## src/rtl/rv_pkg.sv

```systemverilog
// Shared definitions for the multicycle RV32I-subset core: opcodes, function
// codes, FSM state encoding, ALU operations and the control bundle.
package rv_pkg;

  localparam logic [6:0] OP_R      = 7'b0110011;
  localparam logic [6:0] OP_I      = 7'b0010011;
  localparam logic [6:0] OP_LOAD   = 7'b0000011;
  localparam logic [6:0] OP_STORE  = 7'b0100011;
  localparam logic [6:0] OP_BRANCH = 7'b1100011;
  localparam logic [6:0] OP_JAL    = 7'b1101111;
  localparam logic [6:0] OP_LUI    = 7'b0110111;

  localparam logic [2:0] F3_ADD  = 3'b000;
  localparam logic [2:0] F3_SLT  = 3'b010;
  localparam logic [2:0] F3_SLTU = 3'b011;
  localparam logic [2:0] F3_XOR  = 3'b100;
  localparam logic [2:0] F3_OR   = 3'b110;
  localparam logic [2:0] F3_AND  = 3'b111;
  localparam logic [2:0] F3_LW   = 3'b010;
  localparam logic [2:0] F3_SW   = 3'b010;
  localparam logic [2:0] F3_BEQ  = 3'b000;
  localparam logic [2:0] F3_BNE  = 3'b001;
  localparam logic       F7B5_SUB = 1'b1;

  typedef enum logic [2:0] {
    ST_FETCH  = 3'd0,
    ST_DECODE = 3'd1,
    ST_EXEC   = 3'd2,
    ST_MEM    = 3'd3,
    ST_WB     = 3'd4
  } state_t;

  typedef enum logic [2:0] {
    ALU_ADD   = 3'd0,
    ALU_SUB   = 3'd1,
    ALU_AND   = 3'd2,
    ALU_OR    = 3'd3,
    ALU_XOR   = 3'd4,
    ALU_SLT   = 3'd5,
    ALU_SLTU  = 3'd6,
    ALU_PASSB = 3'd7
  } alu_op_t;

  typedef enum logic [1:0] {OPB_REG = 2'd0, OPB_IMM = 2'd1, OPB_FOUR = 2'd2} opb_sel_t;
  typedef enum logic [2:0] {IMM_I = 3'd0, IMM_S = 3'd1, IMM_B = 3'd2, IMM_J = 3'd3, IMM_U = 3'd4} imm_sel_t;
  typedef enum logic [1:0] {PC_PLUS4 = 2'd0, PC_TARGET = 2'd1} pc_sel_t;

  typedef enum logic [2:0] {
    CL_NOP, CL_ALU, CL_LUI, CL_LOAD, CL_STORE, CL_BRANCH, CL_JAL
  } iclass_t;

  typedef struct packed {
    logic     ir_we;
    logic     ab_we;
    logic     aluout_we;
    logic     mdr_we;
    logic     rf_we;
    logic     wb_mdr;
    logic     pc_we;
    pc_sel_t  pc_sel;
    logic     opa_pc;
    opb_sel_t opb_sel;
    alu_op_t  alu_op;
    imm_sel_t imm_sel;
  } ctl_t;

  // SLTIU is not part of the supported subset, so funct3=011 is only legal for R-type.
  function automatic logic alu_supported(input logic [2:0] f3, input logic is_r);
    case (f3)
      F3_ADD, F3_SLT, F3_XOR, F3_OR, F3_AND: alu_supported = 1'b1;
      F3_SLTU:                               alu_supported = is_r;
      default:                               alu_supported = 1'b0;
    endcase
  endfunction

  function automatic alu_op_t alu_decode(input logic [2:0] f3, input logic f7b5, input logic is_r);
    case (f3)
      F3_ADD:  alu_decode = (is_r && f7b5 == F7B5_SUB) ? ALU_SUB : ALU_ADD;
      F3_SLT:  alu_decode = ALU_SLT;
      F3_SLTU: alu_decode = ALU_SLTU;
      F3_XOR:  alu_decode = ALU_XOR;
      F3_OR:   alu_decode = ALU_OR;
      F3_AND:  alu_decode = ALU_AND;
      default: alu_decode = ALU_ADD;
    endcase
  endfunction

endpackage

```

## src/rtl/rv_ctl.sv

```systemverilog
// Control unit: five-state instruction FSM plus instruction-class decode that
// produces the per-cycle datapath control bundle and the memory write strobe.
module rv_ctl
  import rv_pkg::*;
(
  input  logic       clk,
  input  logic       rst,
  input  logic [6:0] opcode,
  input  logic [2:0] funct3,
  input  logic       funct7b5,
  input  logic       a_eq_b,
  output ctl_t       ctl,
  output logic       memrw
);

  state_t  current;
  state_t  current_d;
  iclass_t iclass;
  logic    taken;

  always_comb begin
    iclass = CL_NOP;
    case (opcode)
      OP_R:      if (alu_supported(funct3, 1'b1)) iclass = CL_ALU;
      OP_I:      if (alu_supported(funct3, 1'b0)) iclass = CL_ALU;
      OP_LUI:    iclass = CL_LUI;
      OP_LOAD:   if (funct3 == F3_LW) iclass = CL_LOAD;
      OP_STORE:  if (funct3 == F3_SW) iclass = CL_STORE;
      OP_BRANCH: if (funct3 == F3_BEQ || funct3 == F3_BNE) iclass = CL_BRANCH;
      OP_JAL:    iclass = CL_JAL;
      default:   iclass = CL_NOP;
    endcase
  end

  assign taken = (funct3 == F3_BNE) ? !a_eq_b : a_eq_b;

  always_ff @(posedge clk or posedge rst) begin
    if (rst) current <= ST_FETCH;
    else     current <= current_d;
  end

  always_comb begin
    current_d = current;
    ctl       = '0;
    memrw     = 1'b0;

    // Operand routing depends only on the instruction; write enables gate its use.
    case (iclass)
      CL_STORE:  ctl.imm_sel = IMM_S;
      CL_BRANCH: ctl.imm_sel = IMM_B;
      CL_JAL:    ctl.imm_sel = IMM_J;
      CL_LUI:    ctl.imm_sel = IMM_U;
      default:   ctl.imm_sel = IMM_I;
    endcase
    case (iclass)
      CL_ALU:  ctl.alu_op = alu_decode(funct3, funct7b5, opcode == OP_R);
      CL_LUI:  ctl.alu_op = ALU_PASSB;
      default: ctl.alu_op = ALU_ADD;
    endcase
    if (iclass == CL_JAL)     ctl.opb_sel = OPB_FOUR;
    else if (opcode == OP_R)  ctl.opb_sel = OPB_REG;
    else                      ctl.opb_sel = OPB_IMM;
    ctl.opa_pc = (iclass == CL_JAL);

    case (current)
      ST_FETCH: begin
        ctl.ir_we = 1'b1;
        current_d = ST_DECODE;
      end
      ST_DECODE: begin
        ctl.ab_we = 1'b1;
        current_d = ST_EXEC;
      end
      ST_EXEC: begin
        case (iclass)
          CL_ALU, CL_LUI, CL_JAL: begin
            ctl.aluout_we = 1'b1;
            current_d     = ST_WB;
          end
          CL_LOAD, CL_STORE: begin
            ctl.aluout_we = 1'b1;
            current_d     = ST_MEM;
          end
          CL_BRANCH: begin
            ctl.pc_we  = 1'b1;
            ctl.pc_sel = taken ? PC_TARGET : PC_PLUS4;
            current_d  = ST_FETCH;
          end
          default: begin
            ctl.pc_we = 1'b1;
            current_d = ST_FETCH;
          end
        endcase
      end
      ST_MEM: begin
        if (iclass == CL_LOAD) begin
          ctl.mdr_we = 1'b1;
          current_d  = ST_WB;
        end else begin
          memrw     = (iclass == CL_STORE);
          ctl.pc_we = 1'b1;
          current_d = ST_FETCH;
        end
      end
      ST_WB: begin
        ctl.rf_we  = 1'b1;
        ctl.wb_mdr = (iclass == CL_LOAD);
        ctl.pc_we  = 1'b1;
        ctl.pc_sel = (iclass == CL_JAL) ? PC_TARGET : PC_PLUS4;
        current_d  = ST_FETCH;
      end
      default: current_d = ST_FETCH;
    endcase
  end

endmodule

```

## src/rtl/rv_dp.sv

```systemverilog
// Datapath: PC, instruction register, operand/result registers, register
// file, immediate generator and ALU, all steered by the control bundle.
module rv_dp
  import rv_pkg::*;
#(
  parameter int W = 32
) (
  input  logic         clk,
  input  logic         rst,
  input  ctl_t         ctl,
  output logic [W-1:0] imem_addr,
  input  logic [31:0]  imem_datain,
  output logic [W-1:0] dmem_addr,
  output logic [W-1:0] dmem_dataout,
  input  logic [W-1:0] dmem_datain,
  output logic [6:0]   opcode,
  output logic [2:0]   funct3,
  output logic         funct7b5,
  output logic         a_eq_b
);

  logic [W-1:0] pcc, pcc_d;
  logic [31:0]  ir, ir_d;
  logic [W-1:0] a_q, a_d, b_q, b_d;
  logic [W-1:0] aluout_q, aluout_d, mdr_q, mdr_d;
  logic [W-1:0] rf_q [32];
  logic [4:0]   rs1, rs2, rd;
  logic [W-1:0] imm, opa, opb, alu_res, rf_wdata;
  logic         rf_wen;

  assign rs1      = ir[19:15];
  assign rs2      = ir[24:20];
  assign rd       = ir[11:7];
  assign opcode   = ir[6:0];
  assign funct3   = ir[14:12];
  assign funct7b5 = ir[30];

  always_comb begin
    case (ctl.imm_sel)
      IMM_S:   imm = {{20{ir[31]}}, ir[31:25], ir[11:7]};
      IMM_B:   imm = {{19{ir[31]}}, ir[31], ir[7], ir[30:25], ir[11:8], 1'b0};
      IMM_J:   imm = {{11{ir[31]}}, ir[31], ir[19:12], ir[20], ir[30:21], 1'b0};
      IMM_U:   imm = {ir[31:12], 12'b0};
      default: imm = {{20{ir[31]}}, ir[31:20]};
    endcase
  end

  always_comb begin
    opa = ctl.opa_pc ? pcc : a_q;
    case (ctl.opb_sel)
      OPB_IMM:  opb = imm;
      OPB_FOUR: opb = W'(4);
      default:  opb = b_q;
    endcase
    case (ctl.alu_op)
      ALU_SUB:   alu_res = opa - opb;
      ALU_AND:   alu_res = opa & opb;
      ALU_OR:    alu_res = opa | opb;
      ALU_XOR:   alu_res = opa ^ opb;
      ALU_SLT:   alu_res = {{(W-1){1'b0}}, $signed(opa) < $signed(opb)};
      ALU_SLTU:  alu_res = {{(W-1){1'b0}}, opa < opb};
      ALU_PASSB: alu_res = opb;
      default:   alu_res = opa + opb;
    endcase
  end

  always_comb begin
    ir_d     = ctl.ir_we     ? imem_datain : ir;
    a_d      = ctl.ab_we     ? rf_q[rs1]   : a_q;
    b_d      = ctl.ab_we     ? rf_q[rs2]   : b_q;
    aluout_d = ctl.aluout_we ? alu_res     : aluout_q;
    mdr_d    = ctl.mdr_we    ? dmem_datain : mdr_q;
    pcc_d    = pcc;
    if (ctl.pc_we) pcc_d = (ctl.pc_sel == PC_TARGET) ? pcc + imm : pcc + W'(4);
    // x0 is never written, so its reset value keeps it reading zero.
    rf_wen   = ctl.rf_we && (rd != 5'd0);
    rf_wdata = ctl.wb_mdr ? mdr_q : aluout_q;
  end

  always_ff @(posedge clk or posedge rst) begin
    if (rst) begin
      pcc      <= '0;
      ir       <= '0;
      a_q      <= '0;
      b_q      <= '0;
      aluout_q <= '0;
      mdr_q    <= '0;
      for (int i = 0; i < 32; i++) rf_q[i] <= '0;
    end else begin
      pcc      <= pcc_d;
      ir       <= ir_d;
      a_q      <= a_d;
      b_q      <= b_d;
      aluout_q <= aluout_d;
      mdr_q    <= mdr_d;
      if (rf_wen) rf_q[rd] <= rf_wdata;
    end
  end

  assign imem_addr    = pcc;
  assign dmem_addr    = aluout_q;
  assign dmem_dataout = b_q;
  assign a_eq_b       = (a_q == b_q);

endmodule

```

## src/rtl/rv_top.sv

```systemverilog
// Multicycle RV32I-subset core: control FSM (ctl) driving a non-pipelined
// datapath (dp) between a combinational instruction ROM and data RAM.
module rv_top
  import rv_pkg::*;
#(
  parameter int DPWIDTH = 32
) (
  input  logic               clk,
  input  logic               rst,
  output logic [DPWIDTH-1:0] imem_addr,
  input  logic [31:0]        imem_datain,
  output logic [DPWIDTH-1:0] dmem_addr,
  output logic [DPWIDTH-1:0] dmem_dataout,
  output logic               memrw,
  input  logic [DPWIDTH-1:0] dmem_datain
);

  ctl_t       ctl_bus;
  logic [6:0] opcode;
  logic [2:0] funct3;
  logic       funct7b5;
  logic       a_eq_b;

  rv_ctl ctl (
    .clk      (clk),
    .rst      (rst),
    .opcode   (opcode),
    .funct3   (funct3),
    .funct7b5 (funct7b5),
    .a_eq_b   (a_eq_b),
    .ctl      (ctl_bus),
    .memrw    (memrw)
  );

  rv_dp #(.W(DPWIDTH)) dp (
    .clk          (clk),
    .rst          (rst),
    .ctl          (ctl_bus),
    .imem_addr    (imem_addr),
    .imem_datain  (imem_datain),
    .dmem_addr    (dmem_addr),
    .dmem_dataout (dmem_dataout),
    .dmem_datain  (dmem_datain),
    .opcode       (opcode),
    .funct3       (funct3),
    .funct7b5     (funct7b5),
    .a_eq_b       (a_eq_b)
  );

endmodule

```

## config.mk

```make
export PLATFORM = sky130hd
export DESIGN_NAME = rv_top
export DESIGN_NICKNAME = d
export VERILOG_FILES = /design/src/rtl/rv_pkg.sv /design/src/rtl/rv_ctl.sv /design/src/rtl/rv_dp.sv /design/src/rtl/rv_top.sv
export SDC_FILE = /design/constraint.sdc
export NUM_CORES = 2
export LEC_CHECK = 0
export CAP_MARGIN = 20
export CORE_MARGIN = 2
export CORE_UTILIZATION = 50
export DETAILED_ROUTE_END_ITERATION = 7
export HOLD_SLACK_MARGIN = 0.12
export PLACE_DENSITY = 0.75
export SETUP_SLACK_MARGIN = 0.15
export SLEW_MARGIN = 40
export SYNTH_ARGS = -nofsm -noshare
export SYNTH_HDL_FRONTEND = slang
export SYNTH_HIERARCHICAL = 1
export SYNTH_SLANG_ARGS = --single-unit
```

## constraint.sdc

```tcl
create_clock -name clk -period 42.9 [get_ports clk]
set_input_delay 4.29 -clock clk [delete_from_list [all_inputs] [get_ports clk]]
set_output_delay 4.29 -clock clk [all_outputs]
set_load 0.005 [all_outputs]
```

# Word level (Yosys, flattened, before mapping)
# Cells that the tools add are included.
[classes]
add_sub_neg = 4
n_lt_le_gt_ge = 6
eq_ne = 38
muxes = 51
bitwise = 6
n_reduce_logical = 13
[ops]
columns = ["op", "n"]
rows = [
  ["bitwise mux 1024 bit", 1],
  ["binary-select mux 32 bit (select 5 bit)", 2],
  ["two-way mux 32 bit", 8],
  ["one-hot mux 32 bit (7 select lines)", 1],
  ["demux 32 bit (select 5 bit)", 1],
  ["one-hot mux 31 bit (4 select lines)", 1],
  ["adder 32 bit", 2],
  ["< comparator 32 bit", 2],
  ["one-hot mux 32 bit (2 select lines)", 1],
  ["== test 3 bit, second input constant", 12],
  ["adder 32 x 3 -> 32 bit, second input constant", 1],
  ["bitwise AND 32 bit", 1],
  ["== test 32 bit", 1],
  ["bitwise OR 32 bit", 1],
  ["subtractor 32 bit", 1],
  ["bitwise XOR 32 bit", 1],
  ["== test 3 x 2 -> 1 bit, second input constant", 10],
  ["one-hot mux 3 bit (4 select lines)", 2],
  ["== test 7 x 6 -> 1 bit, second input constant", 3],
  ["two-way mux 1 bit", 21],
  ["one-hot mux 3 bit (7 select lines)", 1],
  [">= comparator 6 bit, second input constant", 3],
  ["inverter 5 -> 6 bit", 3],
  ["one-hot mux 3 bit (6 select lines)", 1],
  ["other kinds (21)", 37],
]
[word_totals]
reg_bits = 1219
in_bits = 66
output_inout_bits = 97
elab_cells = 157

# Logic depth before layout (Yosys ltp)
[logic_depth]
depth_word = 13
mapped_depth = 26
depth_no_buf = 21

# Hierarchy
# Netlist, hierarchy kept.
[by_module_without_submodules]
columns = ["mod", "n_inst", "cells_each", "area_per_inst_um2"]
rows = [
  ["rv_dp", 1, 6216, 67609.8],
  ["rv_ctl", 1, 71, 618.1],
]

# Worst setup path after synthesis
# No wires, ideal clock.
[synth_path]
kind = "register to output"
startpoint = "register dp.ir[2]"
endpoint = "output port memrw"
arrival_time_ps = 1241
required_time_ps = 38610
path_slack_ps = 37369
stages_incl_launch_ff = 7
cell_sequence = "dfrtp_1 -> buf_4 -> and3b_1 -> buf_6 -> and4_1 -> nand4b_1 -> nor2_1"
[synth_via]
elab_chain_cells = 5
word_cells_on_any_way = 12
classes_between = "eq/ne (9); mux (3)"
[synth_lines]
columns = ["element", "line", "rtl"]
rows = [
  ["start: declaration", "rv_dp.sv:23", "logic [31:0] ir, ir_d;"],
  ["start signal: assignment", "rv_dp.sv:91", "ir <= ir_d;"],
  ["== test 7 bit, or another cell as far along", "rv_ctl.sv:23", "case (opcode)"],
  ["one-hot mux 3 bit (7 select lines) *", "rv_ctl.sv:23", ""],
  ["== test 3 bit or == test 3 x 2 -> 1 bit (tied branches)", "rv_ctl.sv:100, rv_ctl.sv:96", ""],
  ["two-way mux 1 bit *", "rv_ctl.sv:96", "if (iclass == CL_LOAD) begin"],
  ["two-way mux 1 bit *", "rv_ctl.sv:65", "case (current)"],
  ["end: declaration", "rv_top.sv:14", "output logic memrw,"],
]
# Every way passes the cells marked *; elsewhere a longest branch is shown, timed or not.

==> impl_metrics.tcl <==
set metrics [dict create \
    status "finished clean" \
    fin_crit_sh_pct 17.5 \
    routed_wl_um 232000 \
    drt-initial-drc-count 7502 \
    ys_seq_elements 1219 \
    holdBufCountCts 0 \
    core_area_um2 135000 \
    hp-class "flop to flop" \
    crit_fanout 110 \
    ys_warn_count 6 \
    syn_area_per_cell_um2 10.9 \
    cts_buffers 130 \
    synth_nets 6487 \
    fmax_mhz 133 \
    drc 0 \
    portBuffers 162 \
    grt-ovfl-total 0 \
    firstDrtPassIters 6 \
    synth_area_um2 68200 \
    fin_setup_tns_ns 0 \
    finalCriticalPeriod_ns 7.51 \
    clk_latency_ns 0.77 \
    clk_pin_slew_ns 0.06 \
    cts_tree "done" \
    die-width_um 373 \
    ant_nets 0 \
    ios 163 \
    crit_path_end_kind "asynchronous set/reset pin" \
    cellLeakagePower_nw 32.1 \
    cts_setup_buffers 0 \
    ys_seq_area_share_pct 44.7 \
    synth_cell_types 102 \
    grt_pass1_wl_um 345000 \
    grt_usage_pct 33.2 \
    rsz0062_at_grt "no" \
    required_ns 43.72 \
    vias_per_cell 6.82 \
    cts_sinks 1219 \
    final_cell_mix "1210 x dfrtp_1, 720 x a21oi_1, 716 x nor2_1, 655 x nand2_1, 640 x mux4_2" \
    clk_path_buf_depth 3 \
    grt_max_degree 131 \
    max_cap_violations 0 \
    initial_core_util_pct 50.4 \
    grt_pass1_vias 54000 \
    htreeDepth 4 \
    hold_violations 0 \
    syn_inst 6287 \
    worst_pin_slew_ns 0.916 \
    arrival_ns 8.32 \
    die_h_um 373 \
    drv_slew 0 \
    post_cts_resized 0 \
    setup_violations 0 \
    row_count 135 \
    layout_commonest_cell "dfrtp_1" \
    final_layout_size_suffix_gt1_share_pct 19.5 \
    root_buffer "clkbuf_16" \
    num_vias 54400 \
    slew_headroom_pct 38.9 \
    critPathSlowestCell "clkbuf_8" \
    path_cells "clkdlybuf4s50_1 > clkinv_8 > buf_12 > buf_6 > buf_12 > buf_6 > clkbuf_8" \
    antenna_found_initial 8 \
    power.total_mw 5.54 \
    p_per_area_nw_per_um2 72.9 \
    area_growth_pct 11.3 \
    cp_slowest_stage_delay_ns 0.69 \
    skew_ns 0.0330 \
    num_antenna_cells 0 \
    worstSetupPathType "primary input to asynchronous set/reset pin" \
    die-area_um2 139000 \
    synth-edff-count 0 \
    globalplace.congestion 1.00 \
    irDropWorstVdd_uv 54.3 \
    nets 6294 \
    synthArstFlopShare_pct 100 \
    yosys_most_used_dff "dfrtp_1" \
    startpoint_type "primary input" \
    dp_hpwl_um 140000 \
    wl_per_cell_um 29.1 \
]
-- critical path, delay by kind of cell --
| kind | cells | cell delay (ns) |
|---|---|---|
| buffers and inverters | 7 | 3.80 |
-- power by group --
part,total (mW),switching [mW],internal (mW)
logic,2.55,1.48,1.07
clock network,1.18,0.495,0.683
registers,1.81,0.400,1.41
total,5.54,2.37,3.17
-- registers in the layout, summed over array words and instances, names as in the netlist --
| signal | flops |
|---|---|
| dp/dmem_addr | 32 |
| ctl/current | 3 |
| dp/ir | 32 |
| dp/a_q | 32 |
| dp/imem_addr | 32 |
| dp/rf_q | 1024 |
| dp/mdr_q | 32 |
| dp/dmem_dataout | 32 |
-- metal layers --
layer / global-route usage [%] / part of all wire (%) / routed length, um
met1: 42.8 / 36 / 82900
met5: 0 / 0.041 / 94
met4: 18.9 / 6.6 / 15300
met2: 49.2 / 44 / 103000
met3: 11.1 / 13 / 31200
-- synth_stat cells (all sizes together), types with 5 or more instances --
cell / instances / area [um2]
o21bai: 13 / 109
mux2: 92 / 1040
a22oi: 22 / 165
buf: 114 / 607
a211oi: 25 / 203
a22o: 5 / 43.8
o31a: 7 / 61.3
or3: 7 / 43.8
mux4: 640 / 14400
o2111ai: 5 / 50.0
inv: 140 / 526
o22ai: 28 / 175
a221oi: 34 / 304
nand2b: 18 / 115
a21oi: 722 / 3620
nand2: 670 / 2510
xnor2: 47 / 412
o21a: 17 / 128
nand4: 16 / 121
a31oi: 48 / 315
ha: 131 / 1640
nor4: 12 / 81.3
o21ai: 613 / 3070
and3: 12 / 75.1
nor3: 30 / 155
nor2b: 13 / 83.8
and2: 17 / 106
or2: 11 / 71.3
xor2: 41 / 359
o221ai: 15 / 131
a21o: 27 / 203
nor2: 738 / 2790
a221o: 9 / 90.1
mux2i: 76 / 761
nor3b: 7 / 63.8
o31ai: 14 / 115
o211ai: 23 / 188
clkbuf: 500 / 1890
dfrtp: 1219 / 30500
nand3b: 8 / 60.1
nand3: 36 / 180
-- worst paths after layout --
kind | endpoint | slack [ns] | cells past startpoint | startpoint
setup reg to reg | dp/dmem_addr[20]$_DFFE_PP0P_ | 36.38 | 19 | dp/ir[5]$_DFFE_PP0P_
hold / removal | dp/rf_q[1022]$_DFFE_PP0P_ | 0.40 | 0 | dp/rf_q[1022]$_DFFE_PP0P_
hold reg to reg | dp/rf_q[1022]$_DFFE_PP0P_ | 0.40 | 0 | dp/rf_q[1022]$_DFFE_PP0P_
max in group clk | memrw | 35.64 | 5 | dp/ir[2]$_DFFE_PP0P_
setup / recovery | dp/rf_q[342]$_DFFE_PP0P_ | 35.39 | 7 | rst
min in group asynchronous | ctl/current[0]$_DFF_PP0_ | 3.93 | 2 | rst
-- final cells by class --
class | count | area [um2]
repair buffers | 290 | 2960
clock inverters | 50 | 751
flip-flops and latches | 1219 | 30500
well taps | 1781 | 2230
multi-input cells | 4309 | 35200
inverters | 144 | 559
fillers | 10900 | 59500
clock buffers | 181 | 3710
-- through the flow --
stage	hold WS [ns]	setup WS (ns)	util (%)	cells	area (um2)
after floorplan	0.441	4.35	-	6287	68200
after global placement	0.376	32.87	52.4	7732	71000
after detailed placement	0.384	34.10	52.7	7742	71400
after CTS	0.396	34.89	56.0	7973	75900
after global routing	0.408	34.83	56.1	7974	76000
final	0.397	35.39	56.1	7974	76000
-- logic make-up after synthesis --
kind of cell / Yosys count / share of synthesized area [%]
fa+ha+maj: 134 / 2.49
xor+xnor: 88 / 1.13
buf+inv: 759 / 4.50
simple gates: 1615 / 9.74
other cells: 1 / 0.00550
flops: 1219 / 44.7
compound gates: 1663 / 13.7
mux: 808 / 23.8
(Power assumes the default switching activity.)
